$ cat src/rtl/fetch_stage.sv
// ============================================================================
// fetch_stage
// ----------------------------------------------------------------------------
// Instruction-fetch front end sitting directly upstream of decode.
// Owns the program counter, drives a synchronous-read instruction memory with
// a fixed one-cycle read latency, buffers returned words in a two-entry queue
// and presents {instr, instr_pc} to decode over a valid/ready handshake.
// Taken branches/jumps from execute redirect the fetch stream and flush any
// younger work already fetched.
//
// Ports
//   clk             in   system clock, rising edge
//   rst             in   asynchronous active-high reset
//   halt            in   suppresses new memory requests (buffer still drains)
//   redirect_valid  in   taken branch/jump from execute
//   redirect_pc     in   redirect target address
//   imem_req        out  instruction memory read request this cycle
//   imem_addr       out  instruction memory read address
//   imem_rdata      in   read data, valid the cycle after imem_req
//   instr_valid     out  queue head holds a valid instruction
//   instr_ready     in   decode accepts the head this cycle
//   instr           out  head instruction word
//   instr_pc        out  PC of the head instruction
// ============================================================================
module fetch_stage #(
    parameter int              A_WIDTH  = 32,
    parameter logic [A_WIDTH-1:0] RESET_PC = 32'h0000_0000
) (
    input  logic               clk,
    input  logic               rst,
    input  logic               halt,
    input  logic               redirect_valid,
    input  logic [A_WIDTH-1:0] redirect_pc,
    output logic               imem_req,
    output logic [A_WIDTH-1:0] imem_addr,
    input  logic [A_WIDTH-1:0] imem_rdata,
    output logic               instr_valid,
    input  logic               instr_ready,
    output logic [A_WIDTH-1:0] instr,
    output logic [A_WIDTH-1:0] instr_pc
);

    // ------------------------------------------------------------------------
    // State
    // ------------------------------------------------------------------------
    logic [A_WIDTH-1:0] fetchPc_q,    fetchPc_d;
    logic [1:0]         count_q,      count_d;
    logic               rdPtr_q,      rdPtr_d;
    logic               wrPtr_q,      wrPtr_d;
    logic               inflight_q,   inflight_d;
    logic [A_WIDTH-1:0] inflightPc_q, inflightPc_d;
    logic               kill_q,       kill_d;

    logic [A_WIDTH-1:0] bufInstr_q [2];
    logic [A_WIDTH-1:0] bufPc_q    [2];

    // ------------------------------------------------------------------------
    // Combinational helpers
    // ------------------------------------------------------------------------
    logic pop;
    logic push;
    logic hasRoom;
    logic [2:0] occupied;
    logic [2:0] limit;

    // Head presentation: the queue is never bypassed, so decode always sees a
    // registered entry. A redirect hides the head because it is about to be
    // flushed as wrong-path work.
    always_comb begin
        instr_valid = (count_q != 2'd0) & ~redirect_valid;
        instr       = bufInstr_q[rdPtr_q];
        instr_pc    = bufPc_q[rdPtr_q];
        pop         = instr_valid & instr_ready;
    end

    // Request generation. A request is only issued if the response it will
    // produce next cycle is guaranteed a free slot: entries held plus the
    // response already in flight, minus the entry leaving this cycle, must
    // be below two. A redirect bypasses the room check because the queue is
    // flushed on the same edge.
    always_comb begin
        occupied  = {1'b0, count_q} + {2'b00, inflight_q};
        limit     = 3'd2 + {2'b00, pop};
        hasRoom   = occupied < limit;
        imem_req  = ~rst & ~halt & (redirect_valid | hasRoom);
        imem_addr = (redirect_valid & ~rst) ? redirect_pc : fetchPc_q;
    end

    // A returning word is written into the queue unless it belongs to a
    // stream that has just been redirected away from, either because the
    // redirect is happening right now or because the kill marker is set.
    always_comb begin
        push = inflight_q & ~kill_q & ~redirect_valid;
    end

    // ------------------------------------------------------------------------
    // Next-state logic for PC, request tracking and queue bookkeeping.
    // ------------------------------------------------------------------------
    always_comb begin
        fetchPc_d    = fetchPc_q;
        inflight_d   = 1'b0;
        inflightPc_d = inflightPc_q;
        kill_d       = 1'b0;
        count_d      = count_q;
        rdPtr_d      = rdPtr_q;
        wrPtr_d      = wrPtr_q;

        // The PC advances past whatever address was actually requested, so a
        // redirect that issues immediately continues at target + 4.
        if (imem_req) begin
            fetchPc_d    = imem_addr + A_WIDTH'(4);
            inflight_d   = 1'b1;
            inflightPc_d = imem_addr;
        end else if (redirect_valid) begin
            fetchPc_d = redirect_pc;
        end

        if (redirect_valid) begin
            // Flush everything. If a response was pending and no fresh
            // request replaces it, mark the slot so nothing stale can land.
            count_d = 2'd0;
            rdPtr_d = 1'b0;
            wrPtr_d = 1'b0;
            kill_d  = inflight_q & ~imem_req;
        end else begin
            // Simultaneous push and pop leave the count unchanged while both
            // pointers advance; the pointers wrap naturally at one bit.
            if (push) begin
                wrPtr_d = ~wrPtr_q;
            end
            if (pop) begin
                rdPtr_d = ~rdPtr_q;
            end
            case ({push, pop})
                2'b10:   count_d = count_q + 2'd1;
                2'b01:   count_d = count_q - 2'd1;
                default: count_d = count_q;
            endcase
        end
    end

    // ------------------------------------------------------------------------
    // Control registers
    // ------------------------------------------------------------------------
    always_ff @(posedge clk or posedge rst) begin
        if (rst) begin
            fetchPc_q    <= RESET_PC;
            count_q      <= 2'd0;
            rdPtr_q      <= 1'b0;
            wrPtr_q      <= 1'b0;
            inflight_q   <= 1'b0;
            inflightPc_q <= '0;
            kill_q       <= 1'b0;
        end else begin
            fetchPc_q    <= fetchPc_d;
            count_q      <= count_d;
            rdPtr_q      <= rdPtr_d;
            wrPtr_q      <= wrPtr_d;
            inflight_q   <= inflight_d;
            inflightPc_q <= inflightPc_d;
            kill_q       <= kill_d;
        end
    end

    // ------------------------------------------------------------------------
    // Queue storage. Entries are cleared on reset so the head outputs read
    // zero until the first instruction arrives.
    // ------------------------------------------------------------------------
    always_ff @(posedge clk or posedge rst) begin
        if (rst) begin
            for (int i = 0; i < 2; i++) begin
                bufInstr_q[i] <= '0;
                bufPc_q[i]    <= '0;
            end
        end else if (push) begin
            bufInstr_q[wrPtr_q] <= imem_rdata;
            bufPc_q[wrPtr_q]    <= inflightPc_q;
        end
    end

endmodule
$ cat config.mk
export PLATFORM = sky130hd
export DESIGN_NAME = fetch_stage
export DESIGN_NICKNAME = d
export VERILOG_FILES = /design/src/rtl/fetch_stage.sv
export SDC_FILE = /design/constraint.sdc
export NUM_CORES = 1
export LEC_CHECK = 0
export ABC_AREA = 1
export CAP_MARGIN = 20
export CORE_ASPECT_RATIO = 0.75
export CORE_MARGIN = 8
export CORE_UTILIZATION = 47
export CTS_BUF_LIST = sky130_fd_sc_hd__clkbuf_16
export CTS_CLUSTER_DIAMETER = 60
export DETAILED_ROUTE_END_ITERATION = 10
export GPL_ROUTABILITY_DRIVEN = 0
export PLACE_DENSITY = 0.74
export SLEW_MARGIN = 20
export SYNTH_ARGS = -nofsm -noshare
export SYNTH_HDL_FRONTEND = slang
export SYNTH_SLANG_ARGS = --single-unit
$ cat constraint.sdc
create_clock -name clk -period 3 [get_ports clk]
set_input_delay 0.45 -clock clk [delete_from_list [all_inputs] [get_ports clk]]
set_output_delay 0.45 -clock clk [all_outputs]
set_load 0.05 [all_outputs]
==> summary.txt, run 1 <==
Worst setup path
  – Arrival @ worst endpoint: 2410 ps
  – Setup crit start kind: flip-flop
  – Crit-path cells: buf_12 -> mux2_2 -> clkdlybuf4s50_1
  – Critical Path RT: 2550 ps
  – Bufs and invs on worst path: 2
  – Slowest Stage Delay on Critical Path: 750 ps
  – CP max stage cell: clkdlybuf4s50_1
  – Setup CP Type: reg2out
  – CP top delay family: buffers and inverters
  – CP Max Fanout: 40
  – CP Capture Type: output pin

Clock tree
  – Clock Latency Late Sink: 430 ps
  – CTS sink cnt: 198
  – Post-CTS Setup Inserts: 0
  – TritonCTS buffer count: 17
  – CTS H-tree depth: 4
  – CTS hold repair buffers: 0
  – CTS root buffer: clkbuf_16
  – Clock-pin slew on the worst setup and hold paths: 80 ps
  – Post-cts sizing count: 0
  – CTS tree: built
  – Clock Tree Buf Depth: 2

Power and ir drop
  – Combinational power share: 0.403
  – Power share of the clock group: 0.230
  – Switching portion of total power: 0.399
  – Seq pwr share: 0.367
  – Worst vdd ir: 0.325 mV
  – P_sw: 4.11 mW
  – Power per standard cell area: 822 mW/mm²
  – Internal cell power: 6.19 mW
  – Leak: 5.97 nW

Yosys
  – Yosys top cell area share: 0.510
  – Synth cell count leaders: nand2_1, dfrtp_1, o21ai_0
  – Mapped Area: 0.00972 mm²
  – Ys flop type: dfrtp_1
  – Ranking of synthesized cells by area: dfrtp_1, nand2_1, o21ai_0
  – Yosys reg bits: 198
  – Top-count cell post-synth: nand2_1
  – Total nets after synthesis: 1235
  – Seq/Total Area, Yosys: 0.510
  – Post-synth EDFFs: 0
  – Netlist cell types: 35
  – Synth warn: 0
  – Async SR Flop Fraction: 1.00
  – Post-synth top area cell: dfrtp_1
  – Mean Syn Cell Area: 8.36 µm²
  – Gate Count Post-Synth: 1163

Routing
  – Drt pass-1 iters: 5
  – WL/cell: 16.0 µm
  – Via count: 8231
  – Drt total wl: 25500 µm
  – DRC viols: 0
  – Post-DRT Antenna Nets: 0
  – DRT iter0 DRCs: 911
  – Via-to-Cell Ratio: 5.17

Global route
  – Vias in the first global route: 8013
  – First-pass GRT wire length: 42000 µm
  – Initial antenna violation count: 0
  – GRT Total Usage: 0.201
  – Pin count of the biggest net entering global routing: 82
  – GR Overflow Total: 0

Floorplanning
  – Die X: 182 µm
  – Num rows: 45
  – Initial Utilization: 0.480
  – Core Area: 0.0203 mm²
  – Die ar.: 0.0256 mm²
  – Boundary pin count: 167
  – Die Ht: 141 µm

Placement
  – Dpl ws: -31.5 ps
  – Inst Count DP: 1559
  – Dpl hpwl: 18000 µm
  – PortBufs: 166

Timing
  – Final hold vios: 0
  – # setup viols final: 0
  – Fin Clk Skew: 10.8 ps
  – Unrepaired setup endpoints after global routing: false
  – Hold WS: 447 ps
  – Tmin final: 2860 ps
  – Slew Viols, Final: 0
  – Fin crit share: 0.953
  – Rel. slew slack: 0.440
  – Peak Freq: 350 MHz
  – Measured slew at the worst slew-check pin: 838 ps
  – Final worst slack: 142 ps

Finish
  – Synthesis-to-layout area growth: 28.9%
  – Fin cells: 1591
  – N_diodes: 0
  – Final net count: 1392
  – Area of the multi-input gates: 0.00405 mm²
  – Sequential standard cell area: 0.00496 mm²
  – Fin util: 0.618
  – Fill cells: 1733
  – Layout cell share with drive strength beyond 1: 0.156

Run
  – Max-Cap Viols: 0

Run status
  – Status: completed

Hold path
  – Hold Path Class: in2async
## sequential cells by signal (all words and copies together) (netlist names)
name,cells
bufInstr_q,64
wrPtr_q,1
count_q,2
kill_q,1
inflightPc_q,32
inflight_q,1
bufPc_q,64
fetchPc_q,32
rdPtr_q,1
## layout by cell type (no fill, tap or decap), types with 2 or more instances in the layout
| cell | count |
|---|---|
| a21oi_1 | 16 |
| a22oi_1 | 3 |
| buf_12 | 24 |
| buf_4 | 37 |
| bufinv_16 | 2 |
| clkbuf_16 | 17 |
| clkdlybuf4s50_1 | 132 |
| clkinv_4 | 3 |
| clkinv_8 | 2 |
| dfrtp_1 | 197 |
| ha_1 | 3 |
| inv_1 | 128 |
| inv_2 | 2 |
| inv_6 | 6 |
| mux2_2 | 65 |
| nand2_1 | 336 |
| nand2_2 | 12 |
| nand2_4 | 4 |
| nand3_1 | 59 |
| nand3_2 | 3 |
| nand3b_1 | 5 |
| nand4_1 | 4 |
| nor2_1 | 56 |
| nor2_2 | 8 |
| nor2_4 | 4 |
| o211ai_1 | 6 |
| o21a_1 | 2 |
| o21ai_0 | 170 |
| o21ai_1 | 3 |
| o21ai_2 | 10 |
| o21ai_4 | 2 |
| xor2_1 | 2 |
## kinds of logic after synthesis
family | synth area share
fa+ha+maj | 0.00386
compound gates | 0.118
simple gates | 0.214
flops | 0.510
xor+xnor | 0.00180
buf+inv | 0.0775
mux | 0.0753
## worst paths after layout
kind / slack (ps) / end / cells past startpoint / startpoint
min in group clk: 480 / bufPc_q[5] / 2 / bufPc_q[5]
hold / removal: 450 / fetchPc_q[3] / 2 / rst
max in group asynchronous: 890 / rdPtr_q / 4 / rst
setup / recovery: 140 / instr_pc[16] / 3 / rdPtr_q
hold reg to reg: 480 / bufPc_q[5] / 2 / bufPc_q[5]
setup reg to reg: 840 / fetchPc_q[19] / 8 / count_q[0]
## power groups by stage
stage	clock [mW]	combinational (mW)	sequential [mW]
floorplan	0	2.91	3.70
global placement	0	4.11	3.79
detailed placement	0	4.16	3.82
CTS	2.41	4.19	3.78
global route	2.53	4.45	3.87
finish	2.37	4.15	3.78
## per-stage QoR
step / power, mW / instance area [µm²] / TNS, ps
final: 10.3 / 12500 / 0
after global routing: 10.9 / 12500 / 0
after CTS: 10.4 / 12500 / 0
after detailed placement: 7.98 / 11900 / -31.5
after global placement: 7.90 / 11900 / 0
after floorplan: 6.61 / 9750 / -319
## layout make-up
cell class	count	area share
multi-input cells	778	0.323
flip-flops and latches	198	0.395
well taps	258	0.0258
inverters	131	0.0405
clock inverters	15	0.0150
repair buffers	194	0.167
clock buffers	17	0.0339
## metal layers
layer  vias to the layer above  part of all wire  GRT usage
met3                        27              0.10     0.0682
met4                         0             0.011     0.0435
met2                       345              0.40      0.276
li1                       4044                 -          -
met5                         -                 0          0
met1                      3815              0.48      0.299
Note: power is estimated with default switching activity, not from simulation.
==> inputs of run 2 (changes only) <==
==> constraint.sdc (replaced) <==
create_clock -name clk -period 2.4 [get_ports clk]
set_input_delay 0.36 -clock clk [delete_from_list [all_inputs] [get_ports clk]]
set_output_delay 0.36 -clock clk [all_outputs]
set_load 0.05 [all_outputs]
==> run 2 against run 1 <==
Die area unchanged. Clock-buffer cell count unchanged. Utilization increased by 3.9 points. Via count increased by 3.5%. Sequential power increased by 25%. Cell count increased by 4.6%. Power increased by 28%. Flip-flop and latch count unchanged. Worst setup slack got worse by 59 ps. Cell area increased by 6.2%. Critical endpoint is now imem_addr[25]. Largest power group unchanged.
==> summary.txt, run 2 (synthesis gave the netlist of run 1 again) <==
Global route
  – First-pass GRT wire length: 43300 µm (was 42000 µm)
  – Initial antenna violation count: 0 (unchanged)
  – Vias in the first global route: 8345 (was 8013)
  – Pin count of the biggest net entering global routing: 71 (was 82)
  – GRT Total Usage: 0.208 (was 0.201)
  – GR Overflow Total: 0 (unchanged)

Timing
  – Fin crit share: 0.965
  – Measured slew at the worst slew-check pin: 918 ps (was 838 ps)
  – Final hold vios: 0 (unchanged)
  – Final worst slack: 83.3 ps (was 142 ps)
  – Fin Clk Skew: 11.0 ps (was 10.8 ps)
  – # setup viols final: 0 (unchanged)
  – Rel. slew slack: 0.388 (was 0.440)
  – Peak Freq: 432 MHz
  – Tmin final: 2320 ps
  – Slew Viols, Final: 0 (unchanged)

Finish
  – Fill cells: 1652 (was 1733)
  – Final net count: 1466 (was 1392)
  – Commonest non-fill, non-tap cell in the layout: nand2_1 (unchanged)
  – Area of the multi-input gates: 0.00412 mm² (was 0.00405 mm²)
  – Fin cells: 1664 (was 1591)
  – Synthesis-to-layout area growth: 37.0% (was 28.9%)
  – Most frequent cells in the layout: nand2_1, dfrtp_1, o21ai_0 (unchanged)
  – Largest regs: bufInstr_q x64, bufPc_q x64 (unchanged)
  – Layout cell share with drive strength beyond 1: 0.249 (was 0.156)
  – Sequential standard cell area: 0.00496 mm² (unchanged)
  – N_diodes: 0 (unchanged)

Worst setup path
  – Critical Path RT: 2040 ps (was 2550 ps)
  – CP Max Fanout: 14 (was 40)
  – Arrival @ worst endpoint: 1960 ps (was 2410 ps)
  – CP max stage cell: clkdlybuf4s50_1 (unchanged)
  – CP dominant cell by count: buf_12
  – Setup crit start kind: primary input (was flip-flop)
  – Slowest Stage Delay on Critical Path: 500 ps (was 750 ps)
  – Crit-path cells: clkdlybuf4s50_1 -> buf_12 -> inv_16 -> nand2_8 -> buf_12 -> buf_12 -> nand2_1 -> o21ai_4 -> buf_4 -> buf_12 (was buf_12 -> mux2_2 -> clkdlybuf4s50_1)
  – CP Capture Type: output pin (unchanged)
  – Setup CP Type: in2out (was reg2out)

Routing
  – Post-DRT Antenna Nets: 0 (unchanged)
  – WL/cell: 15.8 µm (was 16.0 µm)
  – DRC viols: 0 (unchanged)
  – DRT iter0 DRCs: 918 (was 911)
  – Drt pass-1 iters: 6 (was 5)
  – Via-to-Cell Ratio: 5.12 (was 5.17)
  – Via count: 8517 (was 8231)
  – Drt total wl: 26300 µm (was 25500 µm)

Placement
  – Dpl hpwl: 19200 µm (was 18000 µm)
  – Inst Count DP: 1630 (was 1559)
  – Dpl ws: -80.5 ps (was -31.5 ps)
  – PortBufs: 166 (unchanged)

Floorplanning
  – Die ar.: 0.0256 mm² (unchanged)
  – Initial Utilization: 0.480 (unchanged)
  – Num rows: 45 (unchanged)
  – Die Ht: 141 µm (unchanged)
  – Core Area: 0.0203 mm² (unchanged)
  – Die X: 182 µm (unchanged)
  – Boundary pin count: 167 (unchanged)

Clock tree
  – CTS hold repair buffers: 0 (unchanged)
  – CTS sink cnt: 198 (unchanged)
  – CTS H-tree depth: 4 (unchanged)
  – TritonCTS buffer count: 17 (unchanged)
  – Clock-pin slew on the worst setup and hold paths: 80 ps (about the same)
  – CTS root buffer: clkbuf_16 (unchanged)
  – Clock Tree Buf Depth: 2 (unchanged)
  – Clock Latency Late Sink: 430 ps (about the same)
  – CTS tree: built (unchanged)

Power and ir drop
  – P_sw: 5.15 mW (was 4.11 mW)
  – Power per standard cell area: 992 mW/mm² (was 822 mW/mm²)
  – Final Total Pwr: 13.2 mW (was 10.3 mW)
  – Combinational power share: 0.412 (was 0.403)
  – Leak: 6.55 nW (was 5.97 nW)
  – Switching portion of total power: 0.390 (was 0.399)
  – Power share of the clock group: 0.232 (was 0.230)
  – Seq pwr share: 0.357 (was 0.367)
  – Worst vdd ir: 0.525 mV (was 0.325 mV)
  – Internal cell power: 8.06 mW (was 6.19 mW)

Run status
  – Status: completed (unchanged)

Run
  – Max-Cap Viols: 0 (unchanged)

Hold path
  – Hold Path Class: in2async (unchanged)
run 2: changes by cell type in the layout (fill, tap and decap cells not counted), sizes merged:
cell,delta
buf,+138
inv,-1
clkinv,-3
bufinv,+2
clkinvlp,+1
clkdlybuf4s50,-64
run 2: timing repair:
item,CTS,global route
resized for setup,0,8
buffers inserted,0,3
endpoints found under the setup margin,0,8
run 2: per-stage QoR:
step	util	TNS, ps	cell area (µm²)	hold slack, ps
after floorplan	-	-3990	9790	354
after global placement	0.623	-107	12600	460
after detailed placement	0.623	-661	12600	467
after CTS	0.654	0	13200	417
after global routing	0.657	-0.0473	13300	439
final	0.657	0	13300	425
run 2: cell type report:
type / instances / area share
Sequential cell: 198 / 0.372
Multi-Input combinational cell: 778 / 0.310
Timing Repair Buffer: 268 / 0.209
Inverter: 131 / 0.0381
Clock buffer: 17 / 0.0319
Tap cell: 258 / 0.0242
Clock inverter: 14 / 0.0147
run 2: critical path: cells and delay by family:
| kind | cells | cell delay (ps) |
|---|---|---|
| buffers and inverters | 7 | 1280 |
| AO/OA/AOI/OAI | 1 | 100 |
| AND/OR/NAND/NOR | 2 | 190 |
run 2: metal layers:
layer  part of all wire  global-route usage
met1               0.49               0.311
met2               0.41               0.296
met3              0.084              0.0553
met4             0.0083              0.0452
met5                  0                   0
run 2: power groups by stage:
stage                     Clock [mW]  Sequential (mW)  Combinational, mW
after CTS                       3.11             4.72               5.46
after global placement             0             4.72               5.35
after global routing            3.24             4.83               5.83
after detailed placement           0             4.76               5.43
final                           3.06             4.71               5.44
after floorplan                    0             4.63               3.65
run 2: path summary, 6_finish.rpt:
path	start	end	slack [ps]	cells past startpoint
worst max-delay path	rst	imem_addr[25]	80	10
worst min-delay path	rst	inflightPc_q[1]	420	4
worst max register to register	count_q[0]	fetchPc_q[22]	420	9
worst min register to register	bufPc_q[15]	bufPc_q[15]	480	2
max in group asynchronous	rst	inflightPc_q[19]	590	5
min in group clk	bufPc_q[15]	bufPc_q[15]	480	2
==> inputs of run 3 (changes only) <==
--- a/config.mk
+++ b/config.mk
@@ -8,12 +8,13 @@
 export ABC_AREA = 1
 export CAP_MARGIN = 20
 export CORE_ASPECT_RATIO = 0.75
-export CORE_MARGIN = 8
+export CORE_MARGIN = 5
 export CORE_UTILIZATION = 47
 export CTS_BUF_LIST = sky130_fd_sc_hd__clkbuf_16
 export CTS_CLUSTER_DIAMETER = 60
 export DETAILED_ROUTE_END_ITERATION = 10
 export GPL_ROUTABILITY_DRIVEN = 0
+export HOLD_SLACK_MARGIN = 0.05
 export PLACE_DENSITY = 0.74
 export SLEW_MARGIN = 20
 export SYNTH_ARGS = -nofsm -noshare
==> run 3 against run 2 <==
Clock skew barely moved. Via count fell by 0.46%. First-iteration DRC count rose by 10%. Worst setup slack got worse by 11 ps. Register-to-register slack got worse by 20 ps. Combinational power fell by 1%. Sequential share of layout area rose by 0.86 points. Non-clock buffer count fell by 19. Utilization fell by 1.5 points. Critical endpoint is now imem_req. Largest power group unchanged.
==> summary.txt, run 3 (synthesis gave the netlist of run 1 again) <==
Clock tree
  – Clock Tree Buf Depth: 2 (unchanged)
  – CTS H-tree depth: 4 (unchanged)
  – CTS tree: built (unchanged)
  – Clock Latency Late Sink: 430 ps (about the same)
  – TritonCTS buffer count: 17 (unchanged)
  – Post-cts sizing count: 0 (unchanged)
  – CTS sink cnt: 198 (unchanged)
  – CTS root buffer: clkbuf_16 (unchanged)
  – Clock-pin slew on the worst setup and hold paths: 80 ps (about the same)

Floorplanning
  – Core Area: 0.0203 mm² (unchanged)
  – Die X: 176 µm (was 182 µm)
  – Die Ht: 135 µm (was 141 µm)
  – Num rows: 45 (unchanged)
  – Initial Utilization: 0.480 (unchanged)
  – Boundary pin count: 167 (unchanged)
  – Die ar.: 0.0237 mm² (was 0.0256 mm²)

Timing
  – Rel. slew slack: 0.284 (was 0.388)
  – Measured slew at the worst slew-check pin: 1070 ps (was 918 ps)
  – Total negative slack: 0 ps (unchanged)
  – Unrepaired setup endpoints after global routing: false
  – Fin Clk Skew: 11.0 ps (about the same)
  – Slew Viols, Final: 0 (unchanged)
  – Hold WS: 419 ps (was 425 ps)
  – Peak Freq: 430 MHz (was 432 MHz)
  – # setup viols final: 0 (unchanged)
  – Fin crit share: 0.970 (was 0.965)
  – Final hold vios: 0 (unchanged)
  – Tmin final: 2330 ps (was 2320 ps)
  – Final worst slack: 71.8 ps (was 83.3 ps)

Finish
  – Synthesis-to-layout area growth: 33.9% (was 37.0%)
  – Layout cell share with drive strength beyond 1: 0.237 (was 0.249)
  – Fin cells: 1646 (was 1664)
  – N_diodes: 0 (unchanged)
  – Largest regs: bufInstr_q x64, bufPc_q x64 (unchanged)
  – Area of the multi-input gates: 0.00409 mm² (was 0.00412 mm²)
  – Fin area: 0.0130 mm² (was 0.0133 mm²)
  – Most frequent cells in the layout: nand2_1, dfrtp_1, o21ai_0 (unchanged)
  – Sequential standard cell area: 0.00496 mm² (unchanged)
  – Commonest non-fill, non-tap cell in the layout: nand2_1 (unchanged)
  – Final net count: 1447 (was 1466)
  – Fill cells: 1660 (was 1652)
  – Fin util: 0.642 (was 0.657)

Placement
  – Inst Count DP: 1613 (was 1630)
  – DP Area: 0.0125 mm² (was 0.0126 mm²)
  – Dpl ws: -81.2 ps (was -80.5 ps)
  – PortBufs: 166 (unchanged)
  – Dpl hpwl: 18600 µm (was 19200 µm)

Global route
  – GRT Total Usage: 0.221 (was 0.208)
  – Initial antenna violation count: 0 (unchanged)
  – First-pass GRT wire length: 42500 µm (was 43300 µm)
  – GR Overflow Total: 0 (unchanged)
  – Vias in the first global route: 8143 (was 8345)
  – Pin count of the biggest net entering global routing: 177 (was 71)

Routing
  – DRT iter0 DRCs: 1011 (was 918)
  – Via count: 8478 (was 8517)
  – DRC viols: 0 (unchanged)
  – Drt total wl: 25700 µm (was 26300 µm)
  – WL/cell: 15.6 µm (was 15.8 µm)
  – Via-to-Cell Ratio: 5.15 (was 5.12)
  – Drt pass-1 iters: 5 (was 6)
  – Post-DRT Antenna Nets: 0 (unchanged)

Run status
  – Status: completed (unchanged)

Worst setup path
  – Critical Path RT: 2040 ps (about the same)
  – Arrival @ worst endpoint: 1970 ps (was 1960 ps)
  – CP Capture Type: output pin (unchanged)
  – Setup crit start kind: flip-flop (was primary input)
  – Setup CP Type: reg2out (was in2out)
  – CP Max Fanout: 6 (was 14)

Power and ir drop
  – Leak: 6.39 nW (was 6.55 nW)
  – Power per standard cell area: 983 mW/mm² (was 992 mW/mm²)
  – Final Total Pwr: 12.8 mW (was 13.2 mW)
  – Worst vdd ir: 0.505 mV (was 0.525 mV)

Run
  – Max-Cap Viols: 0 (unchanged)

Hold path
  – Hold Path Class: in2async (unchanged)
-- run 3: cell types whose count changed in the layout (fill, tap and decap cells not counted), sizes merged --
cell	previous run	this run
buf	200	181
bufinv	4	0
clkinv	3	7
clkinvlp	1	2
-- run 3: timing repair --
action                                 in CTS  in global routing
setup endpoints to repair                   0                  1
endpoints found under the hold margin       0                  0
hold buffers                                0                  0
buffers inserted                            0                  1
-- run 3: worst max-delay path, stage by stage, from the launching register on --
cell	delay (ps)
dfrtp_1	400
ha_1	200
ha_1	270
nand2_1	70
nand2_1	110
a21oi_4	210
buf_12	150
buf_12	130
-- run 3: power breakdown --
part	total [mW]	internal, mW	switching, mW
logic	5.37	2.01	3.36
registers	4.72	4.25	0.464
clock network	2.71	1.36	1.35
total	12.8	7.62	5.17
-- run 3: routing by layer --
metal | vias to the layer above | track usage | part of all wire
li1 | 4145 | - | -
met4 | 0 | 0.0433 | 0.010
met2 | 335 | 0.311 | 0.40
met5 | - | 0 | 0
met3 | 28 | 0.0557 | 0.087
met1 | 3970 | 0.345 | 0.50
-- run 3: path summary, 6_finish.rpt --
kind,from,end,slack (ps),cells after the start
max,count_q[0],imem_req,70,7
max reg2reg,count_q[0],fetchPc_q[31],400,9
min in group clk,bufPc_q[20],bufPc_q[20],480,2
min,rst,fetchPc_q[5],420,4
max in group asynchronous,rst,rdPtr_q,810,5
min reg2reg,bufPc_q[20],bufPc_q[20],480,2
-- run 3: area by class of cell --
type                    instances  area share
multi-input cells             778       0.314
inverters                     131      0.0390
clock buffers                  17      0.0327
clock inverters                15     0.00961
repair buffers                249       0.199
well taps                     258      0.0248
flip-flops and latches        198       0.381
